`config.mk`:
```
export PLATFORM = sky130hd
export DESIGN_NAME = load_store_unit
export DESIGN_NICKNAME = d
export VERILOG_FILES = /design/src/rtl/load_store_unit_pkg.sv /design/src/rtl/load_store_unit_align.sv /design/src/rtl/load_store_unit.sv
export SDC_FILE = /design/constraint.sdc
export NUM_CORES = 1
export LEC_CHECK = 0
export ABC_CLOCK_PERIOD_IN_PS = 1950
export CAP_MARGIN = 20
export CORE_AREA = 2 2 142 144
export CTS_CLUSTER_DIAMETER = 30
export CTS_CLUSTER_SIZE = 16
export DETAILED_ROUTE_END_ITERATION = 16
export DIE_AREA = 0 0 144 146
export GPL_TIMING_DRIVEN = 0
export PLACE_DENSITY = 0.59
export SLEW_MARGIN = 25
export SYNTH_ARGS = -nofsm -noshare
export SYNTH_HDL_FRONTEND = slang
export SYNTH_SLANG_ARGS = --single-unit
```
`constraint.sdc`:
```
create_clock -name i_clk -period 1.95 [get_ports i_clk]
set_input_delay 0.2925 -clock i_clk [delete_from_list [all_inputs] [get_ports i_clk]]
set_output_delay 0.2925 -clock i_clk [all_outputs]
set_load 0.005 [all_outputs]
```
`src/rtl/load_store_unit_pkg.sv`:
```
// Shared encodings for the load/store unit: access sizes and FSM states.
package load_store_unit_pkg;

    localparam logic [1:0] SIZE_BYTE = 2'b00;
    localparam logic [1:0] SIZE_HALF = 2'b01;
    localparam logic [1:0] SIZE_WORD = 2'b10;

    typedef enum logic [1:0] {
        ST_IDLE = 2'd0,
        ST_REQ  = 2'd1,
        ST_DONE = 2'd2
    } lsu_state_t;

endpackage

```
`src/rtl/load_store_unit_align.sv`:
```
// Lane logic (combinational, zero latency): byte enables, store-lane replication and
// misalignment for the store side; lane extraction and sign/zero extension for loads.
module load_store_unit_align
    import load_store_unit_pkg::*;
(
    input  logic [1:0]  i_size,
    input  logic [1:0]  i_off,
    input  logic [31:0] i_wdata,
    output logic [3:0]  o_be,
    output logic [31:0] o_wdata,
    output logic        o_misaligned,
    input  logic [31:0] i_bus_rdata,
    input  logic [1:0]  i_ld_size,
    input  logic [1:0]  i_ld_off,
    input  logic        i_ld_uns,
    output logic [31:0] o_rdata
);

    logic [7:0]  w_byte;
    logic [15:0] w_half;

    always_comb begin
        o_be         = 4'b0000;
        o_wdata      = 32'h0;
        o_misaligned = 1'b0;
        case (i_size)
            SIZE_BYTE: begin
                o_be    = 4'b0001 << i_off;
                o_wdata = {4{i_wdata[7:0]}};
            end
            SIZE_HALF: begin
                o_be         = i_off[1] ? 4'b1100 : 4'b0011;
                o_wdata      = {2{i_wdata[15:0]}};
                o_misaligned = i_off[0];
            end
            SIZE_WORD: begin
                o_be         = 4'b1111;
                o_wdata      = i_wdata;
                o_misaligned = |i_off;
            end
            default: o_misaligned = 1'b1;
        endcase
    end

    always_comb begin
        w_byte  = i_bus_rdata[{i_ld_off, 3'b000} +: 8];
        w_half  = i_ld_off[1] ? i_bus_rdata[31:16] : i_bus_rdata[15:0];
        o_rdata = i_bus_rdata;
        case (i_ld_size)
            SIZE_BYTE: o_rdata = {{24{w_byte[7] & ~i_ld_uns}}, w_byte};
            SIZE_HALF: o_rdata = {{16{w_half[15] & ~i_ld_uns}}, w_half};
            default:   o_rdata = i_bus_rdata;
        endcase
    end

endmodule

```
`src/rtl/load_store_unit.sv`:
```
// Data-memory interface: IDLE -> REQ (held until ack or timeout) -> DONE; 3 cycles at zero wait,
// +1 per wait state. Core is stalled combinationally until DONE; bus_req never drops before ack/timeout.
module load_store_unit
    import load_store_unit_pkg::*;
#(
    parameter int TIMEOUT_CYCLES = 255
) (
    input  logic        i_clk,
    input  logic        i_rst_n,
    input  logic        i_mem_read,
    input  logic        i_mem_write,
    input  logic [31:0] i_addr,
    input  logic [31:0] i_wdata,
    input  logic [1:0]  i_size,
    input  logic        i_load_uns,
    output logic [31:0] o_rdata,
    output logic        o_stall,
    output logic        o_misaligned,
    output logic        o_bus_error,
    output logic        o_bus_req,
    output logic        o_bus_we,
    output logic [31:0] o_bus_addr,
    output logic [3:0]  o_bus_be,
    output logic [31:0] o_bus_wdata,
    input  logic        i_bus_ack,
    input  logic [31:0] i_bus_rdata
);

    lsu_state_t  r_state, w_next;
    logic [7:0]  r_cnt;
    logic [31:0] r_rdata, r_bus_addr, r_bus_wdata;
    logic [3:0]  r_bus_be;
    logic        r_bus_req, r_bus_we, r_misaligned, r_bus_error;
    logic [1:0]  r_ld_size, r_ld_off;
    logic        r_ld_uns;

    logic        w_req, w_misaligned, w_timeout;
    logic [3:0]  w_be;
    logic [31:0] w_wdata, w_ld_rdata;

    assign w_req     = i_mem_read | i_mem_write;
    assign w_timeout = (r_cnt == 8'(TIMEOUT_CYCLES - 1));

    load_store_unit_align u_align (
        .i_size       (i_size),
        .i_off        (i_addr[1:0]),
        .i_wdata      (i_wdata),
        .o_be         (w_be),
        .o_wdata      (w_wdata),
        .o_misaligned (w_misaligned),
        .i_bus_rdata  (i_bus_rdata),
        .i_ld_size    (r_ld_size),
        .i_ld_off     (r_ld_off),
        .i_ld_uns     (r_ld_uns),
        .o_rdata      (w_ld_rdata)
    );

    always_ff @(posedge i_clk or negedge i_rst_n) begin
        if (!i_rst_n) r_state <= ST_IDLE;
        else          r_state <= w_next;
    end

    always_comb begin
        w_next = r_state;
        case (r_state)
            ST_IDLE: if (w_req) w_next = w_misaligned ? ST_DONE : ST_REQ;
            ST_REQ:  if (i_bus_ack || w_timeout) w_next = ST_DONE;
            ST_DONE: w_next = ST_IDLE;
            default: w_next = ST_IDLE;
        endcase
    end

    always_ff @(posedge i_clk or negedge i_rst_n) begin
        if (!i_rst_n) begin
            r_cnt        <= 8'd0;
            r_rdata      <= 32'h0;
            r_bus_req    <= 1'b0;
            r_bus_we     <= 1'b0;
            r_bus_addr   <= 32'h0;
            r_bus_be     <= 4'b0000;
            r_bus_wdata  <= 32'h0;
            r_misaligned <= 1'b0;
            r_bus_error  <= 1'b0;
            r_ld_size    <= SIZE_WORD;
            r_ld_off     <= 2'b00;
            r_ld_uns     <= 1'b0;
        end else begin
            r_misaligned <= 1'b0;
            r_bus_error  <= 1'b0;
            case (r_state)
                ST_IDLE: begin
                    if (w_req && w_misaligned) begin
                        r_misaligned <= 1'b1;
                    end else if (w_req) begin
                        // Simultaneous read and write resolves to a write.
                        r_bus_req   <= 1'b1;
                        r_bus_we    <= i_mem_write;
                        r_bus_addr  <= {i_addr[31:2], 2'b00};
                        r_bus_be    <= w_be;
                        r_bus_wdata <= w_wdata;
                        r_ld_size   <= i_size;
                        r_ld_off    <= i_addr[1:0];
                        r_ld_uns    <= i_load_uns;
                    end
                end
                ST_REQ: begin
                    r_cnt <= r_cnt + 8'd1;
                    if (i_bus_ack) begin
                        r_bus_req <= 1'b0;
                        if (!r_bus_we) r_rdata <= w_ld_rdata;
                    end else if (w_timeout) begin
                        r_bus_req   <= 1'b0;
                        r_bus_error <= 1'b1;
                        r_rdata     <= 32'h0;
                    end
                end
                ST_DONE: r_cnt <= 8'd0;
                default: r_cnt <= 8'd0;
            endcase
        end
    end

    assign o_stall      = w_req & (r_state != ST_DONE);
    assign o_rdata      = r_rdata;
    assign o_misaligned = r_misaligned;
    assign o_bus_error  = r_bus_error;
    assign o_bus_req    = r_bus_req;
    assign o_bus_we     = r_bus_we;
    assign o_bus_addr   = r_bus_addr;
    assign o_bus_be     = r_bus_be;
    assign o_bus_wdata  = r_bus_wdata;

endmodule

```
==> results.py <==
metrics = {
    "grt": {
        "grt_pass1_wl_microns": 27030,
        "grt_pass1_vias": 4999,
        "antenna_found_initial": 0,
        "track_usage_pct": 16.55,
        "gr-total-overflow": 0,
        "grt_max_degree": 64,
    },
    "routing": {
        "vias": 4625,
        "drtIter0Drc": 188,
        "drt-vias-per-instance": 4.691,
        "routedWlPerCell_microns": 17.33,
        "ant_nets": 0,
        "totalWireLength_microns": 17080,
        "first_pass_iters": 4,
        "drc": 0,
    },
    "critical_path": {
        "crit_arrival_ns": 2.17,
        "worstPathMaxFanout": 10,
        "startpoint_type": "flop",
        "critical_path_class": "flop to flop",
        "critPathMaxStageDelay_ns": 0.40,
        "critPathTopFamily": "simple AND/OR/NAND/NOR gates",
        "worstPathRequired_ns": 2.24,
        "path_buf_inv": 2,
        "endpoint_kind": "flop",
        "worstPathCellList": "inv_1, ha_1, nand3_2, nor4b_4, nor2b_4, buf_4, a221o_2",
        "cp_slowest_cell": "dfrtp_1",
    },
    "logic_synthesis": {
        "yosysSeqAreaShare_pct": 52.94,
        "yosysTopAreaCell": "dfrtp_1",
        "synthMuxAreaShare_pct": 18.39,
        "synthXorXnorAreaFrac_pct": 0.7915,
        "ys_seq_elements": 117,
        "async_flop_share_pct": 100.0,
        "synth_compound_area_share_pct": 14.83,
        "avgSynthCellArea_sq_um": 11.62,
        "synth_top_area_share_pct": 52.46,
        "synth_cell_type_count": 45,
        "synth_fa_ha_area_share_pct": 0.4523,
        "synthCells": 476,
        "synth.cell_area_sq_mm": 0.005533,
        "synth_top_family_by_area": "multiplexers",
        "synth_warnings": 0,
        "synth-simple-area-share_pct": 6.490,
        "synthTopCellsByArea": "dfrtp_1 52%, mux2_2 12%, mux2i_1 6.0%, a21oi_1 2.6%, inv_1 2.5%",
        "synth_edf_count": 0,
        "synth_flop_cell": "dfrtp_1",
    },
    "placed_design": {
        "place_congestion": 0.8026,
        "dpl.hpwl_microns": 12700,
        "port_buffers": 204,
    },
    "cts": {
        "cts_made_buffers": 17,
        "clock-sinks": 117,
        "clockBufferDepth": 2,
        "clkTransAtPathRegs_ns": 0.05,
        "h-tree-depth": 4,
        "ctsRootBufferMaster": "clkbuf_16",
        "insertion_delay_ns": 0.42,
        "tritoncts": "built",
    },
    "timing": {
        "worst_hold_slack_ns": 0.3684,
        "slew_violations": 0,
        "finClkSkew_ns": 0.01141,
        "slew_headroom_pct": 52.39,
        "rsz0062_at_grt": "false",
        "setup_violations": 0,
        "finalCritPeriodShare_pct": 96.69,
        "final-hold-violation-count": 0,
        "worst_pin_slew_ns": 0.7141,
        "fin_crit_ns": 1.885,
        "tns_ns": 0,
        "fmax_mhz": 530.4,
    },
    "worst_hold_path": {
        "min_path_type": "input port to flop",
    },
    "floorplanning": {
        "die_h_microns": 146,
        "core_region_area_sq_mm": 0.01933,
        "design.die.area_sq_mm": 0.02102,
        "fp-row-count": 51,
        "ios": 209,
        "start_util_pct": 28.62,
        "die_x_microns": 144,
    },
    "cells_and_area": {
        "final_cell_mix": "201 x clkdlybuf4s50_1, 116 x dfrtp_1, 60 x mux2_2",
        "layout.nets": 815,
        "final_core_util_pct": 45.11,
        "synthToLayoutAreaGrowth_pct": 57.64,
        "antenna_cells": 0,
        "layout_commonest_cell": "clkdlybuf4s50_1",
        "drive_above_1_share_pct": 19.97,
    },
    "power": {
        "p_leak_nw": 3.809,
        "vdd_drop_max_mv": 0.6618,
        "p_per_area_mw_per_mm2": 1471,
    },
    "run": {
        "cap_viol_max_count": 0,
    },
    "run_status": {
        "status": "finished clean",
    },
}
==> path summary, 6_finish.rpt <==
check | startpoint | end | slack [ns] | cells after the start
worst max-delay path | r_cnt[0] | o_rdata[25] | 0.06 | 7
worst min-delay path | i_size[1] | o_misaligned | 0.37 | 3
worst max register to register | r_cnt[0] | o_rdata[25] | 0.06 | 7
worst min register to register | o_bus_be[0] | o_bus_be[0] | 0.48 | 1
max in group asynchronous | i_rst_n | r_ld_size[1] | 0.86 | 3
min in group asynchronous | i_rst_n | o_bus_wdata[10] | 0.38 | 2
==> cells in the mapped netlist, types with 9 or more instances <==
| cell type | instances |
|---|---|
| nor2_1 | 21 |
| a21o_1 | 11 |
| a21oi_1 | 29 |
| nand2_1 | 21 |
| mux2_2 | 61 |
| mux2i_1 | 33 |
| clkbuf_1 | 17 |
| a221o_2 | 10 |
| dfrtp_1 | 116 |
| o21ai_0 | 22 |
| buf_2 | 9 |
| inv_1 | 37 |
==> worst reg2reg max path: stages (launching register included) <==
cell and delay, ns:
dfrtp_1 0.40, inv_1 0.07, ha_1 0.15, nand3_2 0.11, nor4b_4 0.35, nor2b_4 0.11, buf_4 0.19, a221o_2 0.39
==> stage by stage <==
stage / std cells / power [W] / worst slack [ns] / instance area [sq um]
final: 986 / 0.01283 / 0.06452 / 8722
after global routing: 986 / 0.01358 / 0.001172 / 8722
after CTS: 984 / 0.01293 / -0.09178 / 8657
after detailed placement: 947 / 0.009414 / -0.8013 / 7943
after global placement: 946 / 0.009290 / -4.037 / 7910
after floorplan: 477 / 0.006424 / 0.06659 / 5537
==> sequential cells by signal, indices dropped and copies added (netlist names) <==
name,flops
o_bus_wdata,32
o_rdata,32
o_bus_addr,30
r_cnt,8
o_bus_be,4
r_ld_off,2
r_ld_size,2
r_state,2
o_bus_error,1
o_bus_req,1
o_bus_we,1
o_misaligned,1
r_ld_uns,1
==> per-layer routing <==
metal	share of wire (%)	up-vias	global-route usage, %
met3	7.6	33	5.989
li1	-	2164	-
met2	48	170	26.83
met5	0	-	0
met1	42	2258	20.07
met4	2.7	0	6.176
==> power by group <==
part	leakage, nW	internal [W]	total (W)	switching [W]
clock	0.302	0.00223	0.00334	0.00112
sequential	1.45	0.00351	0.00416	0.000647
combinational	2.06	0.00328	0.00533	0.00205
==> what timing repair did <==
action / 4_1_cts / 5_1_grt
pin swaps: 2 / 3
endpoints found under the setup margin: 100 / 26
setup buffers: 6 / 2
gates resized for setup: 15 / 16
hold buffers: 1 / 0
endpoints found under the hold margin: 54 / 0
==> final cells by class <==
type	count	area, sq um
plain buffers	36	227.7
clock buffers	22	474.2
clock inverters	9	150.1
fillers	1810	10610
inverters	37	138.9
multi-input cells	286	2325
flip-flops and latches	117	2929
well taps	265	331.6
repair buffers	214	2146
==> cells by family after synthesis <==
kind of cell | Yosys count
xor+xnor | 5
mux | 94
other cells | 1
simple gates | 72
flops | 117
compound gates | 111
fa+ha+maj | 2
buf+inv | 74
Note: power is estimated with default switching activity, not from simulation.
==> variant 1, RTL diff (same flow settings) <==
Register the output `o_bus_error` once more, with the module's reset; this adds one clock of latency there. The other outputs are not delayed to match.
--- a/src/rtl/load_store_unit.sv
+++ b/src/rtl/load_store_unit.sv
@@ -123,7 +123,13 @@
     assign o_stall      = w_req & (r_state != ST_DONE);
     assign o_rdata      = r_rdata;
     assign o_misaligned = r_misaligned;
-    assign o_bus_error  = r_bus_error;
+    always_ff @(posedge i_clk or negedge i_rst_n) begin
+        if (!i_rst_n) begin
+            o_bus_error <= '0;
+        end else begin
+            o_bus_error <= r_bus_error;
+        end
+    end
     assign o_bus_req    = r_bus_req;
     assign o_bus_we     = r_bus_we;
     assign o_bus_addr   = r_bus_addr;
Formal check against the unedited RTL: same outputs for any inputs over 4 cycles, from zero or initial values and one cycle with i_rst_n low; that may be too few to reach the edited logic, so the function may still have changed.
==> variant 1 against the unedited design <==
- non-clock buffer count rose by 3
- maximum frequency rose by 0.33%
- sequential cell count rose by 1
- clock skew fell by 0.0039 ns
- count of clock-buffer cells in the layout fell by 1
- critical path depth did not move
- first-iteration DRC count rose by 55%
- cell count rose by 0.41%
- synthesized area rose by 0.45%
- total power fell by 0.91%
- wire length barely moved
- worst setup slack improved by 0.0062 ns
- design area rose by 0.10%
- critical path type unchanged
- critical endpoint is now o_rdata[27]
- largest cell class unchanged
- largest power group unchanged
- highest routed layer unchanged
==> variant 1: results (changes against the unedited design) <==
Status = completed
NonClk Buf Share = 0.275 (+0.00245)
Max VDD drop = 0.762 mV (+15%)
Worst path top cell family by delay = compound AO/OA/AOI/OAI gates
Most frequent cells after synthesis = 117 x dfrtp_1, 61 x mux2_2, 37 x inv_1, 33 x mux2i_1, 29 x a21oi_1
HP Class = flop to flop
Buffers, non-clock = 253 (+1.2%)
Slew Limit Headroom = 0.501 (-0.0224)
Fin nets = 819 (+0.49%)
Worst path slowest cell = dfrtp_1
Dpl ws = -0.730 ns (+0.0711 ns)
Iter 0 DRT Violations = 291 (+55%)
Overall Global Routing Usage = 0.165 (about the same)
Routed WL per cell = 17.3 um (-0.32%)
Core Util, Final = 0.452 (+0.000453)
Clock buf/inv share = 0.0685 (-0.00308)
Fin area = 8730 um^2 (+0.10%)
Placed cells = 948 (+0.11%)
Synth top area cells = dfrtp_1 53%, mux2_2 12%, mux2i_1 5.9%
Yosys reg bits = 118 (+0.85%)
Multi-input combinational area share = 0.265 (-0.00184)
Final GP Congestion = 0.833 (+3.8%)
Fillers = 1813 (+0.17%)
Post-synthesis sequential area ratio = 0.532 (+0.00212)
First-pass GRT wire length = 27200 um (+0.46%)
Post-synth ARST share = 1.00 (unchanged)
Vias/cell = 4.70 (+0.20%)
CP max stage delay = 0.37 ns (-0.03 ns)
Largest net degree at the start of global routing = 67 (+4.7%)
Non-clock inverters = 37 (unchanged)
Leak = 3.83 nW (+0.45%)
Clkbuf count = 21 (-4.5%)
Vias in the first global route = 4998 (-0.020%)
Sw Share = 0.299 (+0.00230)
Non-Filler Instances = 990 (+0.41%)
Layout cells sized above 1 = 0.201 (+0.00166)
Reg area = 2950 um^2 (+0.85%)
Post-DP HPWL = 12700 um (+0.27%)
Clk. pwr = 0.00320 W (-4%)
Post CTS Setup Buffer Count = 8 (+2)
Area post-placement = 7970 um^2 (+0.32%)
Syn_area_per_cell = 11.7 um^2 (+0.24%)
==> variant 1: final timing paths <==
kind	startpoint	slack, ns	depth (start not counted)	to
setup / recovery	r_ld_off[1]	0.07	7	o_rdata[27]
hold / removal	r_bus_error	0.35	0	o_bus_error
setup reg to reg	r_ld_off[1]	0.07	7	o_rdata[27]
hold reg to reg	r_bus_error	0.35	0	o_bus_error
max in group asynchronous	i_rst_n	0.85	3	r_ld_size[1]
min in group asynchronous	i_rst_n	0.40	2	o_bus_wdata[9]
==> variant 1: metal layers <==
layer | up-vias | global-route usage | part of all wire
met3 | 31 | 0.0530 | 0.070
met4 | 0 | 0.0652 | 0.024
met2 | 163 | 0.271 | 0.49
met5 | - | 0 | 0
li1 | 2166 | - | -
met1 | 2293 | 0.201 | 0.42
==> variant 1: cells by family after synthesis <==
kind of cell,synth area share
mux,0.183
flops,0.532
compound gates,0.148
simple gates,0.0646
other cells,0.000675
fa+ha+maj,0.00450
buf+inv,0.0601
xor+xnor,0.00788
==> variant 2, RTL diff (config.mk and constraints unchanged) <==
Made on the original files. `TIMEOUT_CYCLES`: 255 -> 127.
--- a/src/rtl/load_store_unit.sv
+++ b/src/rtl/load_store_unit.sv
@@ -3,7 +3,7 @@
 module load_store_unit
     import load_store_unit_pkg::*;
 #(
-    parameter int TIMEOUT_CYCLES = 255
+    parameter int TIMEOUT_CYCLES = 127
 ) (
     input  logic        i_clk,
     input  logic        i_rst_n,
Function: no difference found for any inputs over 4 cycles, from zero or initial values and one cycle with i_rst_n low; that may be too few to reach the edited logic, so the function may still have changed.
==> variant 2 against the unedited design <==
- synthesized area about the same
- maximum frequency hardly changed
- worst setup slack improved by 0.00096 ns
- core utilization down 0.54 points
- total power fell by 3.6%
- global-route usage decreased by 0.41 points
- design area is 1.2% lower
- worst hold slack gained 0.013 ns
- wire length decreased by 1.8%
- non-clock buffer count shrank 2
- sequential cell count unchanged
- critical endpoint is now o_rdata[23]
==> variant 2: results (changes against the unedited design) <==
Status = completed
Reg2reg start = r_ld_off[1]
Layout cells sized above 1 = 0.194 (-0.00528)
Overall Global Routing Usage = 0.161 (-0.00412)
Worst path slowest cell = mux2_2
Area post-placement = 7950 um^2 (about the same)
Via count = 4603 (-0.48%)
Clock Skew = 0.0104 ns (-0.000992 ns)
Placed cells = 947 (unchanged)
Crit path launch = r_ld_off[1]
# resized after CTS = 17 (+2)
Synth top area cells = dfrtp_1 52%, mux2_2 12%, mux2i_1 6.0%
Slew @ Worst Pin = 0.729 ns (+0.0152 ns)
Largest net degree at the start of global routing = 64 (unchanged)
Power Internal = 0.00860 W (-4.7%)
DR pass1 iterations = 4 (unchanged)
Logic power comb = 0.00529 W (-0.8%)
Post-DP HPWL = 12600 um (-1.1%)
Vias in the first global route = 4884 (-2.3%)
Max VDD drop = 0.677 mV (+2.3%)
ANT cells = 0 (unchanged)
Hold_sp = i_size[1]
Reg2reg end = o_rdata[23]
Wirelength, routed = 16800 um (-1.8%)
Hold-fix buffers, CTS = 1 (unchanged)
Clock buffer depth = 2 (unchanged)
Netlist cell types = 44 (-2.2%)
Iter 0 DRT Violations = 213 (+13%)
Port Buffer Count = 204 (unchanged)
HP Class = input pin to flop
Combinational Power Share = 0.428 (+0.012)
Fin nets = 813 (-0.25%)
Final hold vios = 0 (unchanged)
R2R depth = 6 (-1)
Most frequent cells after synthesis = 116 x dfrtp_1, 61 x mux2_2, 37 x inv_1, 33 x mux2i_1, 29 x a21oi_1
Fillers = 1779 (-1.7%)
Leak = 3.75 nW (-1.6%)
Clk root buf = clkbuf_16
Routed WL per cell = 17.0 um (-1.7%)
Post-synthesis instance total = 476 (unchanged)
Clock share of power = 0.236 (-0.024)
Post-synth ARST share = 1.00 (unchanged)
Clock H-tree levels = 4 (unchanged)
Post-synthesis sequential area ratio = 0.529 (about the same)
Reg2reg setup slack = 0.07 ns
First-pass GRT wire length = 26400 um (-2.5%)
Initial antenna violation count = 0 (unchanged)
Final GP Congestion = 0.799 (-0.51%)
variant 2: final cells by class:
class                      instances  area, um^2  share of cell area
sequential                       117        2930               0.340
multi-input combinational        286        2300               0.267
timing repair buffer             212        2140               0.248
clock buffer                      22         474              0.0550
tap                              265         332              0.0385
buffer                            36         224              0.0260
inverter                          37         139              0.0161
clock inverter                    10        80.1             0.00929
variant 2: kinds of logic after synthesis:
family / synth area share
muxes: 0.184
xor gates and xnor gates: 0.00791
other: 0.000677
buffers and inverters: 0.0604
adders and majority gates: 0.00452
AOI/OAI and AO/OA: 0.148
DFF: 0.529
and+or+nand+nor: 0.0653
variant 2: worst max path at each step:
stage,to,slack [ns]
detailed placement,o_bus_wdata[8],-0.77
global placement,o_rdata[18],-4.07
finish,o_rdata[23],0.07
floorplan,o_bus_wdata[8],0.07
CTS,o_rdata[29],0.03
global route,o_rdata[25],-0.04
variant 2: worst max-delay path: cells and delay by family, from the launching register on:
| family | cells | cell delay (ns) |
|---|---|---|
| muxes | 1 | 0.40 |
| DFF | 1 | 0.31 |
| buffers and inverters | 2 | 0.41 |
| AOI/OAI and AO/OA | 3 | 0.64 |
variant 2: routing by layer:
layer | share of wire | global-route usage | vias up
li1 | - | - | 2156
met1 | 0.42 | 0.191 | 2276
met2 | 0.50 | 0.272 | 157
met3 | 0.075 | 0.0681 | 14
met4 | 0.011 | 0.0358 | 0
met5 | 0 | 0 | -
variant 2: metrics by stage:
stage                     hold slack [ns]  setup WS [ns]
final                               0.381         0.0655
after detailed placement            0.246         -0.770
after CTS                           0.363         0.0267
after floorplan                  -0.00309         0.0666
after global placement              0.464          -4.07
after global routing                0.381        -0.0364
